## src/rtl/timer_pkg.sv

```systemverilog
// Shared constants and types for the 8-bit timer APB responder.
// Register addresses, TCR/TSR bit positions and the APB state encoding live here.
package timer_pkg;

   localparam logic [7:0] ADDR_TDR  = 8'h00;
   localparam logic [7:0] ADDR_TCR  = 8'h01;
   localparam logic [7:0] ADDR_TSR  = 8'h02;
   localparam logic [7:0] ADDR_TCNT = 8'h03;

   localparam int unsigned TCR_LOAD   = 7;
   localparam int unsigned TCR_DOWN   = 5;
   localparam int unsigned TCR_EN     = 4;
   localparam int unsigned TCR_CKS_HI = 1;
   localparam int unsigned TCR_CKS_LO = 0;

   localparam int unsigned TSR_OVF = 0;
   localparam int unsigned TSR_UDF = 1;

   // Bits 6 and 3:2 of TCR are reserved and never stored.
   localparam logic [7:0] TCR_WMASK = 8'hB3;

   typedef enum logic {IDLE, ACCESS} apb_state_e;

endpackage

```

## src/rtl/timer_tsr_flag.sv

```systemverilog
// One sticky status flag: a hardware set outranks a software clear in the same cycle.
module timer_tsr_flag (
   input  logic pclk,
   input  logic preset,
   input  logic set_i,
   input  logic clr_i,
   output logic flag_o
);

   logic flag_q;

   always_ff @(posedge pclk) begin
      if (preset) begin
         flag_q <= 1'b0;
      end else if (set_i) begin
         flag_q <= 1'b1;
      end else if (clr_i) begin
         flag_q <= 1'b0;
      end
   end

   assign flag_o = flag_q;

endmodule

```

## src/rtl/timer_apb_slave.sv

```systemverilog
// APB3 responder holding TDR/TCR/TSR and a read-only TCNT view for the 8-bit timer.
// Define TIMER_APB_PSLVERR_EN to answer unmapped accesses and TCNT writes with pslverr.
module timer_apb_slave
   import timer_pkg::*;
#(
   parameter int unsigned ADDR_W      = 8,
   parameter int unsigned WAIT_STATES = 0
) (
   input  logic              pclk,
   input  logic              preset,
   input  logic              psel,
   input  logic              penable,
   input  logic              pwrite,
   input  logic [ADDR_W-1:0] paddr,
   input  logic [7:0]        pwdata,
   output logic [7:0]        prdata,
   output logic              pready,
   output logic              pslverr,
   output logic [7:0]        tdr_o,
   output logic [7:0]        tcr_o,
   input  logic [7:0]        tcnt_i,
   input  logic              ovf_set_i,
   input  logic              udf_set_i
);

   apb_state_e state_q;
   logic [2:0] wcnt_q;
   logic [7:0] tdr_q;
   logic [7:0] tcr_q;
   logic       ovf_q;
   logic       udf_q;

   logic       hit_tdr, hit_tcr, hit_tsr, hit_tcnt;
   logic       xfer_err;
   logic       complete;
   logic       wr_en;
   logic [7:0] rd_val;

   assign hit_tdr  = (paddr == ADDR_W'(ADDR_TDR));
   assign hit_tcr  = (paddr == ADDR_W'(ADDR_TCR));
   assign hit_tsr  = (paddr == ADDR_W'(ADDR_TSR));
   assign hit_tcnt = (paddr == ADDR_W'(ADDR_TCNT));

`ifdef TIMER_APB_PSLVERR_EN
   assign xfer_err = !(hit_tdr || hit_tcr || hit_tsr || hit_tcnt) || (pwrite && hit_tcnt);
`else
   assign xfer_err = 1'b0;
`endif

   assign pready   = (state_q == ACCESS) && (wcnt_q == 3'(WAIT_STATES));
   assign pslverr  = pready && xfer_err;
   assign complete = pready && psel && penable;
   // TCNT and unmapped addresses have no write decode, so those writes drop naturally.
   assign wr_en    = complete && pwrite && !xfer_err;

   always_comb begin
      rd_val = 8'h00;
      if (hit_tdr) begin
         rd_val = tdr_q;
      end else if (hit_tcr) begin
         rd_val = tcr_q;
      end else if (hit_tsr) begin
         rd_val = {6'b0, udf_q, ovf_q};
      end else if (hit_tcnt) begin
         rd_val = tcnt_i;
      end
   end

   assign prdata = (pready && !xfer_err) ? rd_val : 8'h00;

   always_ff @(posedge pclk) begin
      if (preset) begin
         state_q <= IDLE;
         wcnt_q  <= 3'd0;
      end else begin
         unique case (state_q)
            IDLE: begin
               if (psel && !penable) begin
                  state_q <= ACCESS;
                  wcnt_q  <= 3'd0;
               end
            end
            ACCESS: begin
               if (!psel) begin
                  state_q <= IDLE;
               end else if (!pready) begin
                  wcnt_q <= wcnt_q + 3'd1;
               end else if (penable) begin
                  state_q <= IDLE;
               end
            end
            default: state_q <= IDLE;
         endcase
      end
   end

   always_ff @(posedge pclk) begin
      if (preset) begin
         tdr_q <= 8'h00;
         tcr_q <= 8'h00;
      end else if (wr_en) begin
         if (hit_tdr) tdr_q <= pwdata;
         if (hit_tcr) tcr_q <= pwdata & TCR_WMASK;
      end
   end

   timer_tsr_flag u_ovf (
      .pclk   (pclk),
      .preset (preset),
      .set_i  (ovf_set_i),
      .clr_i  (wr_en && hit_tsr && !pwdata[TSR_OVF]),
      .flag_o (ovf_q)
   );

   timer_tsr_flag u_udf (
      .pclk   (pclk),
      .preset (preset),
      .set_i  (udf_set_i),
      .clr_i  (wr_en && hit_tsr && !pwdata[TSR_UDF]),
      .flag_o (udf_q)
   );

   assign tdr_o = tdr_q;
   assign tcr_o = tcr_q;

endmodule

```

## config.mk

```make
export PLATFORM = sky130hd
export DESIGN_NAME = timer_apb_slave
export DESIGN_NICKNAME = d
export VERILOG_FILES = /design/src/rtl/timer_pkg.sv /design/src/rtl/timer_tsr_flag.sv /design/src/rtl/timer_apb_slave.sv
export SDC_FILE = /design/constraint.sdc
export NUM_CORES = 1
export LEC_CHECK = 0
export BUFFER_PORTS_ARGS = -buffer_cell sky130_fd_sc_hd__buf_4
export CAP_MARGIN = 20
export CORE_UTILIZATION = 44
export CTS_CLUSTER_DIAMETER = 150
export DETAILED_ROUTE_END_ITERATION = 6
export PLACE_DENSITY = 0.78
export SLEW_MARGIN = 20
export SYNTH_ARGS = -nofsm -noshare
export SYNTH_HDL_FRONTEND = slang
export SYNTH_SLANG_ARGS = --single-unit
```

## constraint.sdc

```tcl
create_clock -name pclk -period 2 [get_ports pclk]
set_input_delay 0.2 -clock pclk [delete_from_list [all_inputs] [get_ports pclk]]
set_output_delay 0.2 -clock pclk [all_outputs]
set_load 0.005 [all_outputs]
```

==> flow_metrics.tcl <==
set metrics [dict create \
    fin_nets 204 \
    clk_pin_slew_ns 0.12 \
    start_kind "register" \
    maxCapViolations 0 \
    antenna_found_initial 0 \
    die_h_um 51.8 \
    cp_max_fo 8 \
    synth_top_area_share_pct 34.9 \
    fin_worst_skew_ns 0.00969 \
    drt_wl_total_um 2550 \
    dpl.hpwl_um 1970 \
    synth_cell_types 31 \
    hold_viol_final 0 \
    placed_area_mm2 0.00147 \
    fin_tns_setup_ns 0 \
    ys_seq_area_share_pct 34.9 \
    fillers 196 \
    grt_pass1_vias 946 \
    r2r_start "wcnt_q[0]" \
    final_area_mm2 0.00151 \
    area_growth_syn_to_layout_pct 38.0 \
    ios 57 \
    routed_via_density 5.13 \
    overflow 0 \
    cts_hold_buffers 0 \
    cts-root-buf "clkbuf_4" \
    syn-cell-area_mm2 0.00109 \
    hold_end "state_q" \
    crit_type "register to output pin" \
    drtPass1Iterations 4 \
    die-area_mm2 0.00268 \
    synth.area.top_cells "dfxtp_1 (35%), mux2i_1 (14%), nor2_1 (8.9%), mux4_2 (4.1%), mux2_2 (3.1%)" \
    grt_usage_pct 21.2 \
    h-tree-depth 1 \
    cts.sinks 19 \
    cts_setup_buffers 0 \
    leakage_nw 0.723 \
    timing.rr.end "tcr_o[4]" \
    routedWlPerCell_um 12.9 \
    fmax_ghz 0.549 \
    mostFrequentLayoutCells "buf_4 (52), nor2_1 (26), dfxtp_1 (19)" \
    setup_viol_count_final 0 \
    worstPathRequired_ns 1.80 \
    dp.cells 194 \
    yosys_register_bits 19 \
    peakVddDrop_uv 472 \
    n_antenna_cell 0 \
    r2r_slack_ns 0.26 \
    min_path_type "input pin to register" \
    min_period_ns 1.82 \
    initial_core_util_pct 47.9 \
    cp_data_arrival_time_ns 1.62 \
    layout-drive-gt1-share_pct 39.4 \
    syn_inst 121 \
    status "finished clean" \
    drt-initial-drc-count 8 \
    crit_path_end_kind "output pin" \
    std_cell_rows 17 \
    ctsResizeCount 1 \
    clockBufferDepth 2 \
    gp_congestion 0.827 \
    holdPathStages 2 \
    yosysTopAreaCell "dfxtp_1" \
    drc_errors 0 \
    rsz0062_at_grt "no" \
    powerDensity_mw_per_mm2 458 \
    grt_max_degree 19 \
    portBuffers 52 \
    hp-start "penable" \
    die_w_um 51.8 \
    syn_area_per_cell_um2 9.02 \
    finalCritPeriodShare_pct 91.1 \
    drtAntennaViolNets 0 \
    finalNonFillerCells 198 \
    vias 1016 \
    yosys_warnings 0 \
    grt_pass1_wl_um 4090 \
    core_area_mm2 0.00228 \
    cts_tree "yes" \
    insertion_delay_ns 0.31 \
    cts-buffers-inserted 3 \
    report.final.slew_viol_count 0 \
    final_common_cell "buf_4" \
    rr_worst_depth 6 \
]
[sequential cells by signal, summed over array words and instances, names as in the netlist]
| signal | count |
|---|---|
| tdr_o | 8 |
| tcr_o | 5 |
| wcnt_q | 3 |
| state_q | 1 |
| u_ovf.flag_o | 1 |
| u_udf.flag_o | 1 |
[final cells by class]
type                       count  area (µm²)  share of cell area [%]
timing repair buffer          52         390                    25.9
multi-input combinational     90         653                    43.4
clock inverter                 1        5.00                   0.333
sequential                    19         380                    25.3
inverter                       5        18.8                    1.25
tap                           28        35.0                    2.33
clock buffer                   3        22.5                    1.50
[power breakdown]
group          internal (mW)  switching [mW]  leakage (nW)
logic                 0.0586          0.0457         0.552
registers              0.382         0.00248         0.154
clock network         0.0747           0.127        0.0177
total                  0.515           0.175         0.723
[Yosys cell counts]
cell      instances
nand3b_1          1
nand4_1           1
buf_1             1
clkbuf_2          1
mux2_2            3
buf_2             1
nand4_4           1
a21oi_1           6
a31o_2            1
mux2i_1          15
xor2_1            1
dfxtp_1          19
inv_1             5
and4b_1           2
a22oi_1           3
ha_1              2
buf_6             1
buf_4             4
and4_1            1
and4bb_2          1
nor2b_1           2
nor2_1           26
nand2b_1          4
conb_1            1
a211oi_1          2
clkbuf_1          2
nand2_1           4
nor4_4            1
nand3_1           6
mux4_2            2
nand4b_1          1
[cell families after synthesis]
logic type	after synthesis	synth area share [%]
xor+xnor	1	0.803
buf+inv	15	7.45
compound gates	12	7.00
fa+ha+maj	2	2.29
mux	20	21.0
other cells	1	0.344
simple gates	51	26.3
flops	19	34.9
[per-stage QoR]
step                      util (%)  hold slack, ns  total power [mW]  setup slack (ns)
after floorplan                  -           0.288             0.444             0.511
after global placement        64.4           0.397             0.494             0.330
after detailed placement      64.4           0.408             0.496             0.284
after CTS                     65.8          0.0659             0.700             0.102
after global routing          66.1          0.0786             0.723            0.0128
final                         66.1          0.0826             0.690             0.178
[worst max path at each step]
stage                   start   endpoint  slack [ns]  cells after the start
floorplan           wcnt_q[0]   tcr_o[0]        0.51                      7
global placement    wcnt_q[0]   tcr_o[1]        0.33                      6
detailed placement  wcnt_q[0]   tcr_o[4]        0.28                      6
CTS                 wcnt_q[0]  prdata[2]        0.10                      7
global route        wcnt_q[0]  prdata[6]        0.01                      7
finish              wcnt_q[0]  prdata[3]        0.18                      7
[worst max-delay path, cell delays in order, from the launching register on]
cell and delay, ns:
dfxtp_1 0.34, inv_1 0.09, ha_1 0.20, nand3b_1 0.15
inv_2 0.11, nand3_4 0.12, a21oi_1 0.17, buf_4 0.13
[metal layers]
metal	vias to the layer above	part of all wire [%]	wire, µm	GRT usage (%)
met5	-	0	0	0
met4	0	1.5	39	12.2
met3	4	6.4	163	3.80
met2	42	50	1270	37.4
met1	461	42	1070	23.6
li1	509	-	-	-
No activity file was read; power rests on OpenSTA's default activity.
